<file path="config.mk">
export PLATFORM = sky130hd
export DESIGN_NAME = muldiv_sequencer
export DESIGN_NICKNAME = d
export VERILOG_FILES = /design/src/rtl/muldiv_pkg.sv /design/src/rtl/muldiv_step_counter.sv /design/src/rtl/muldiv_sequencer.sv
export SDC_FILE = /design/constraint.sdc
export NUM_CORES = 1
export LEC_CHECK = 0
export ABC_AREA = 1
export CORE_MARGIN = 2
export CORE_UTILIZATION = 30
export CTS_CLUSTER_DIAMETER = 200
export DETAILED_ROUTE_END_ITERATION = 8
export SLEW_MARGIN = 20
export SYNTH_ARGS = -nofsm -noshare
export SYNTH_HDL_FRONTEND = slang
export SYNTH_SLANG_ARGS = --single-unit
</file>
<file path="constraint.sdc">
create_clock -name clk -period 0.99 [get_ports clk]
set_input_delay 0.198 -clock clk [delete_from_list [all_inputs] [get_ports clk]]
set_output_delay 0.198 -clock clk [all_outputs]
set_load 0.05 [all_outputs]
</file>
<file path="src/rtl/muldiv_pkg.sv">
// Shared definitions for the multiply/divide sequencer: function codes,
// sequencer states and HI/LO read-select encodings.
package muldiv_pkg;

  localparam logic [5:0] FN_DIVU  = 6'b011011;
  localparam logic [5:0] FN_MULTU = 6'b011001;
  localparam logic [5:0] FN_MFHI  = 6'b010000;
  localparam logic [5:0] FN_MFLO  = 6'b010010;
  localparam logic [5:0] FN_AND   = 6'b100100;
  localparam logic [5:0] FN_OR    = 6'b100101;
  localparam logic [5:0] FN_ADD   = 6'b100000;
  localparam logic [5:0] FN_SUB   = 6'b100010;
  localparam logic [5:0] FN_SLT   = 6'b101010;
  localparam logic [5:0] FN_SLL   = 6'b000000;

  typedef enum logic [1:0] {
    ST_IDLE  = 2'd0,
    ST_LOAD  = 2'd1,
    ST_RUN   = 2'd2,
    ST_WRITE = 2'd3
  } md_state_e;

  localparam logic [1:0] MF_NONE = 2'b00;
  localparam logic [1:0] MF_HI   = 2'b01;
  localparam logic [1:0] MF_LO   = 2'b10;

  function automatic logic is_md_op(input logic [5:0] f);
    return (f == FN_DIVU) || (f == FN_MULTU);
  endfunction

  function automatic logic is_mf_op(input logic [5:0] f);
    return (f == FN_MFHI) || (f == FN_MFLO);
  endfunction

endpackage

</file>
<file path="src/rtl/muldiv_step_counter.sv">
// Iteration counter for the RUN phase: clears, counts when enabled and
// flags the terminal count against a runtime limit.
module muldiv_step_counter #(
  parameter int unsigned CNT_W = 6
) (
  input  logic             clk,
  input  logic             rst_n,
  input  logic             i_clear,
  input  logic             i_en,
  input  logic [CNT_W-1:0] i_limit,
  output logic             o_last
);
  import muldiv_pkg::*;

  logic [CNT_W-1:0] r_count;

  always_ff @(posedge clk) begin
    if (!rst_n || i_clear) begin
      r_count <= '0;
    end else if (i_en) begin
      r_count <= r_count + CNT_W'(1);
    end
  end

  assign o_last = (r_count == i_limit);

endmodule

</file>
<file path="src/rtl/muldiv_sequencer.sv">
// Multi-cycle sequencer for the shared multiply/divide datapath and HI/LO
// pair; also stalls MFHI/MFLO reads while an operation is in flight.
module muldiv_sequencer #(
  parameter int unsigned DIV_CYCLES = 32,
  parameter int unsigned MUL_CYCLES = 32,
  parameter int unsigned CNT_W      = 6
) (
  input  logic       clk,
  input  logic       rst_n,
  input  logic       op_valid,
  input  logic [5:0] funct,
  input  logic       divisor_zero,
  input  logic       abort,
  output logic       op_ready,
  output logic       busy,
  output logic       dp_load,
  output logic       dp_step,
  output logic       dp_div,
  output logic       hilo_we,
  output logic       done,
  output logic       dz,
  output logic       mf_stall,
  output logic [1:0] mf_sel
);
  import muldiv_pkg::*;

  md_state_e        r_state;
  md_state_e        w_state_nxt;
  logic             r_dp_div;
  logic             r_dz_pending;
  logic [1:0]       r_mf_sel;
  logic [1:0]       w_mf_sel_nxt;
  logic             w_is_md;
  logic             w_is_mf;
  logic             w_idle;
  logic             w_accept_md;
  logic             w_accept_mf;
  logic             w_last;
  logic [CNT_W-1:0] w_limit;

  assign w_is_md = is_md_op(funct);
  assign w_is_mf = is_mf_op(funct);
  assign w_idle  = (r_state == ST_IDLE);

  // Unknown functs are always "ready" so the decoder never blocks on them.
  always_comb begin
    op_ready = 1'b1;
    if (w_is_md || w_is_mf) begin
      op_ready = w_idle;
    end
  end

  assign mf_stall    = op_valid && w_is_mf && !w_idle;
  assign w_accept_md = op_valid && op_ready && !abort && w_is_md;
  assign w_accept_mf = op_valid && op_ready && !abort && w_is_mf;

  assign w_limit = r_dp_div ? CNT_W'(DIV_CYCLES - 1) : CNT_W'(MUL_CYCLES - 1);

  muldiv_step_counter #(
    .CNT_W(CNT_W)
  ) u_step_counter (
    .clk     (clk),
    .rst_n   (rst_n),
    .i_clear ((r_state != ST_RUN) || abort),
    .i_en    (r_state == ST_RUN),
    .i_limit (w_limit),
    .o_last  (w_last)
  );

  always_comb begin
    w_state_nxt = r_state;
    unique case (r_state)
      ST_IDLE:  if (w_accept_md) w_state_nxt = ST_LOAD;
      ST_LOAD:  w_state_nxt = abort ? ST_IDLE : (r_dz_pending ? ST_WRITE : ST_RUN);
      ST_RUN:   w_state_nxt = abort ? ST_IDLE : (w_last ? ST_WRITE : ST_RUN);
      ST_WRITE: w_state_nxt = ST_IDLE;
      default:  w_state_nxt = ST_IDLE;
    endcase
  end

  always_comb begin
    w_mf_sel_nxt = MF_NONE;
    if (w_accept_mf) begin
      w_mf_sel_nxt = (funct == FN_MFHI) ? MF_HI : MF_LO;
    end
  end

  always_ff @(posedge clk) begin
    if (!rst_n) begin
      r_state      <= ST_IDLE;
      r_dp_div     <= 1'b0;
      r_dz_pending <= 1'b0;
      r_mf_sel     <= MF_NONE;
    end else begin
      r_state  <= w_state_nxt;
      r_mf_sel <= w_mf_sel_nxt;
      if (w_accept_md) begin
        r_dp_div     <= (funct == FN_DIVU);
        r_dz_pending <= divisor_zero && (funct == FN_DIVU);
      end
    end
  end

  always_comb begin
    busy    = !w_idle;
    dp_load = (r_state == ST_LOAD);
    dp_step = (r_state == ST_RUN);
    hilo_we = (r_state == ST_WRITE);
    done    = (r_state == ST_WRITE);
    dz      = (r_state == ST_WRITE) && r_dz_pending;
  end

  assign dp_div = r_dp_div;
  assign mf_sel = r_mf_sel;

endmodule

</file>
=== Yosys cells after proc, flatten, opt, wreduce, memory -nomap -nowiden ===
Cells that the tools add are included.

* Add/subtract/negate cells: 1
* Equal/unequal tests: 10
* Muxes and demuxes: 8
* Reduce and logical (&&, ||, !) cells: 18

{| class="wikitable"
|+ Operators with widths
! operator !! number
|-
| $eq 6x5->1 const B || 5
|-
| $logic_and 1x1->1 || 8
|-
| $mux 2 || 4
|-
| $pmux 2 s4 || 1
|-
| $add 6x1->6 const B || 1
|-
| $logic_or 1x1->1 || 5
|-
| $eq 2x2->1 const B || 2
|-
| $logic_not 1->1 || 3
|-
| $mux 1 || 3
|-
| $eq 2x1->1 const B || 1
|-
| $logic_not 2->1 || 1
|-
| $ne 2x1->1 const B || 1
|-
| $ne 2x2->1 const B || 1
|-
| $reduce_and 2->1 || 1
|}

* Register bits after elaboration: 12

=== Longest topological paths before layout ===
* Depth in word-level cells: 9
* Mapped depth: 7
* Depth with buffers taken out: 7

=== Cells and area by module ===
A second synthesis with hierarchy kept.

* Cells, all modules: 129
* Area total of the unflattened synthesis: 815.8 um^2

{| class="wikitable"
|+ Modules (own cells, without submodules)
! module !! times used !! cells an instance !! area each (um^2) !! sequential area each (um^2)
|-
| muldiv_sequencer || 1 || 61 || 424.2 || 120.1
|-
| muldiv_step_counter || 1 || 68 || 391.6 || 120.1
|}

=== Worst setup path after synthesis ===
OpenSTA, ideal clock, no wires.

* Kind: reg-to-output
* From: register r_state[1]
* To: output mf_stall
* Data arrival time: 1.988 ns
* Data required time: 0.792 ns
* Slack: -1.196 ns
* Stages on the path, launching flop included: 3
* Buffers on the path: 0
* Cells stage by stage: dfxtp_1 > nor2_2 > nor4_1

* Word-level cells in the longest chain between the ends: 3

{| class="wikitable"
|+ Ends and longest elaborated chain
! item !! RTL line !! text
|-
| start: declaration || muldiv_sequencer.sv:27 || <nowiki>md_state_e r_state;</nowiki>
|-
| start signal: assignment || muldiv_sequencer.sv:95 || <nowiki>r_state <= w_state_nxt;</nowiki>
|-
| $logic_not 2->1 || muldiv_sequencer.sv:43 || <nowiki>assign w_idle = (r_state == ST_IDLE);</nowiki>
|-
| $logic_not 1->1 || muldiv_sequencer.sv:53 || <nowiki>assign mf_stall = op_valid && w_is_mf && !w_idle;</nowiki>
|-
| $logic_and 1x1->1 || muldiv_sequencer.sv:53 ||
|-
| end: declaration || muldiv_sequencer.sv:22 || <nowiki>output logic mf_stall,</nowiki>
|}

No other way between the ends.

=== Final worst setup path ===
* From: register r_state[0]
* To: output op_ready

* Word-level cells in the longest chain between the ends: 2

{| class="wikitable"
|+ Ends and longest elaborated chain
! item !! RTL line !! text
|-
| $logic_not 2->1 || muldiv_sequencer.sv:43 ||
|-
| $mux 1 || muldiv_sequencer.sv:48 || <nowiki>if (w_is_md || w_is_mf) begin</nowiki>
|-
| end: declaration || muldiv_sequencer.sv:14 || <nowiki>output logic op_ready,</nowiki>
|}

No other way between the ends.

==> impl_metrics.json <==
{
  "status": "complete, but fails checks",
  "violations": "negative setup slack",
  "number_of_flops_mapped_to_enable_cells_by_yosys": 0,
  "area_share_of_the_largest_cell_type_after_synthesis_pct": 38.40,
  "row_count": 16,
  "min_period_over_period_pct": 139.4,
  "design.portCount": 22,
  "tritoncts_buffers": 3,
  "grt_start_max_net_pins": 7,
  "cap_violations": 0,
  "place_hpwl_um": 1268,
  "synth_unique_cells": 19,
  "area_taken_by_multi_input_logic_gates_um2": 455.4,
  "grt_overflow": 0,
  "groute.layer.met1.usage_pct": 13.06,
  "floorplan.core_area_um2": 1962,
  "relative_slew_slack_pct": 82.15,
  "grtUsageTotal_pct": 14.80,
  "cts_num_sinks": 12,
  "ratio_of_cells_with_drive_above_1_in_the_final_layout_pct": 55.80,
  "antenna-diode-count": 0,
  "worst_clock_skew_ns": 0.001893,
  "final-setup-viol-count": 19,
  "ranking_of_synthesized_cells_by_area": "sky130_fd_sc_hd__dfxtp_1 38%, sky130_fd_sc_hd__nor2_1 11%, sky130_fd_sc_hd__inv_1 11%",
  "post_place_cell_area_um2": 1152,
  "dr.first_iter.drc_count": 5,
  "fillers": 178,
  "leakagePower_nw": 0.5362,
  "final_antenna_net_count": 0,
  "use_met2_pct": 31.11,
  "asyncSetResetFlopFracSynth_pct": 0,
  "critical_path.endpoint_type": "output port",
  "ys_ff_latch": 12,
  "synth_compound_area_share_pct": 7.400,
  "tritoncts": "yes",
  "worst_hold_slack_ns": 0.3161,
  "cts.clk_slew.worst_paths_ns": 0.07,
  "worst_skew_pair.late_latency_ns": 0.26,
  "worst_pin_slew_ns": 0.2657,
  "dominantRegCellSynth": "sky130_fd_sc_hd__dfxtp_1",
  "synthAdderAreaFrac_pct": 2.000,
  "synth.cell_area_um2": 625.6,
  "drc": 0,
  "die_h_um": 49.67,
  "htree_num_levels": 1,
  "design.die.area_um2": 2467,
  "synthXorXnorAreaFrac_pct": 2.800,
  "finalWirelength_um": 1841,
  "first_pass_grt_wire_length_um": 2829,
  "clock-root-buffer": "sky130_fd_sc_hd__clkbuf_4",
  "cp_data_required_time_ns": 0.79,
  "path_class": "flip-flop to output port",
  "mappedNetlistNets": 101,
  "synth_top_cell_by_area": "sky130_fd_sc_hd__dfxtp_1",
  "postSynthAreaPerCell_um2": 7.029,
  "grt_pass1_vias": 689,
  "final.min_clock_period_ns": 1.380,
  "final.setup.tns_ns": -4.350,
  "cellPowerDensity_nw_per_um2": 688.6,
  "vias_per_cell": 4.436,
  "start_kind": "flip-flop",
  "final-hold-violation-count": 0,
  "synth.most_common_cell": "sky130_fd_sc_hd__nor2_1",
  "post_synth_most_frequent_cells": "19 x sky130_fd_sc_hd__nor2_1, 18 x sky130_fd_sc_hd__inv_1, 12 x sky130_fd_sc_hd__dfxtp_1",
  "antenna_found_initial": 0,
  "max_freq_mhz": 724.5,
  "setup_repair_after_global_routing_missed_its_margin": "yes",
  "syn2layout_area_growth_pct": 114.6,
  "final_critical_path_setup_slack_ns": -0.3902,
  "buffer_ports.inserted": 21,
  "critPathArrivalTime_ns": 1.18,
  "met3_usage_pct": 3.333,
  "synth_top_family_by_area": "simple AND/OR/NAND/NOR gates",
  "vias": 732,
  "die_x_um": 49.67,
  "vdd_drop_max_mv": 0.4276,
  "routed_wire_length_per_instance_um": 11.16,
  "final_max_slew_viol_count": 0,
  "yosys.area_share.simple_pct": 37.40,
  "starting_density_of_the_core_pct": 31.89,
  "gp_congestion": 0.7234,
  "post_synth_inst_count": 89,
  "drt_first_pass_iters": 4,
  "muxShareOfSynthArea_pct": 0,
  "seq_area_frac_synth_pct": 38.40,
  "yosysWarningCount": 0,
  "hold_path.class": "primary input to flip-flop",
  "register_cell_area_after_layout_um2": 252.7,
  "cp_max_fo": 3,
  "layout.cell_area.non_filler_um2": 1343,
  "gr-max-usage-layer": "met2",
  "fin_nets": 152,
  "ctsLongestPathBuffers": 2
}
==> critical path, stage by stage (launching register included) <==
cell and delay, ns:
sky130_fd_sc_hd__dfxtp_4 0.36, sky130_fd_sc_hd__nor2_4 0.15, sky130_fd_sc_hd__clkinvlp_4 0.18, sky130_fd_sc_hd__nand2_8 0.10, sky130_fd_sc_hd__buf_12 0.13
==> timing repair <==
item | in CTS | in global routing
pin swaps | 12 | 11
hold buffers | 0 | 0
setup endpoints to repair | 16 | 21
buffers inserted | 7 | 3
resized for setup | 27 | 19
==> final timing paths <==
kind,start,endpoint,slack [ns],cells past startpoint
min,funct[2],mf_sel[0]$_SDFF_PN0_,0.32,5
min reg2reg,dp_div$_SDFFE_PN0P_,dp_div$_SDFFE_PN0P_,0.48,2
max reg2reg,r_state[0]$_SDFFE_PN0P_,r_state[0]$_SDFFE_PN0P_,-0.29,6
max,r_state[0]$_SDFFE_PN0P_,op_ready,-0.39,4
==> kinds of logic (layout without fill, tap and decap cells) <==
kind of cell / count (synthesis) / after routing
compound gates: 8 / 8
buf+inv: 19 / 68
simple gates: 47 / 47
fa+ha+maj: 1 / 1
flops: 12 / 12
xor+xnor: 2 / 2
==> cell usage in the layout, fill, tap and decap left out, types with 2 or more instances in the layout <==
cell type and n:
sky130_fd_sc_hd__nor2_1 14, sky130_fd_sc_hd__a21oi_1 4, sky130_fd_sc_hd__nand2_4 2, sky130_fd_sc_hd__inv_1 13, sky130_fd_sc_hd__nand2_1 6, sky130_fd_sc_hd__clkbuf_4 3
sky130_fd_sc_hd__nand4_1 4, sky130_fd_sc_hd__dfxtp_1 6, sky130_fd_sc_hd__nand3_4 3, sky130_fd_sc_hd__inv_2 2, sky130_fd_sc_hd__nand3_1 3, sky130_fd_sc_hd__clkbuf_2 4
sky130_fd_sc_hd__nor2_4 6, sky130_fd_sc_hd__buf_12 10, sky130_fd_sc_hd__dfxtp_2 4, sky130_fd_sc_hd__buf_4 22, sky130_fd_sc_hd__dlygate4sd2_1 2, sky130_fd_sc_hd__dfxtp_4 2
sky130_fd_sc_hd__buf_6 5, sky130_fd_sc_hd__clkdlybuf4s50_1 4, sky130_fd_sc_hd__xor2_1 2, sky130_fd_sc_hd__nor2_2 2, sky130_fd_sc_hd__clkinvlp_4 3, sky130_fd_sc_hd__nand2_2 2
==> layout make-up <==
cell class,count,area share (%)
clock buffers,3,1.678
inverters,18,5.871
multi-input cells,58,33.92
flip-flops and latches,12,18.83
well taps,27,2.516
repair buffers,47,37.19
==> sequential cells by signal, indices dropped and copies added, names as in the netlist <==
name,flops
u_step_counter.r_count,6
r_dz_pending,1
r_state,2
dp_div,1
mf_sel,2
==> layer usage <==
metal  vias up  routed length, um
li1        386                  -
met1       328                616
met2        16               1123
met3         2                 88
met4         0                 12
met5         -                  0
==> power by group <==
part | switching (mW) | internal (mW) | total, mW | leakage (nW)
logic | 0.0783 | 0.0797 | 0.158 | 0.422
registers | 0.00139 | 0.478 | 0.480 | 0.100
clock network | 0.146 | 0.140 | 0.287 | 0.0138
total | 0.226 | 0.698 | 0.924 | 0.536
==> through the flow <==
stage | setup WS [ns] | util [%] | power, mW | cells
CTS | -0.4297 | 66.01 | 0.9361 | 163
detailed placement | -0.5792 | 58.74 | 0.6430 | 153
global route | -0.4405 | 68.43 | 0.9796 | 165
global placement | -0.5386 | 58.74 | 0.6407 | 153
floorplan | -0.3728 | - | 0.5457 | 89
finish | -0.3902 | 68.43 | 0.9244 | 165
No activity file was read; power rests on OpenSTA's default activity.
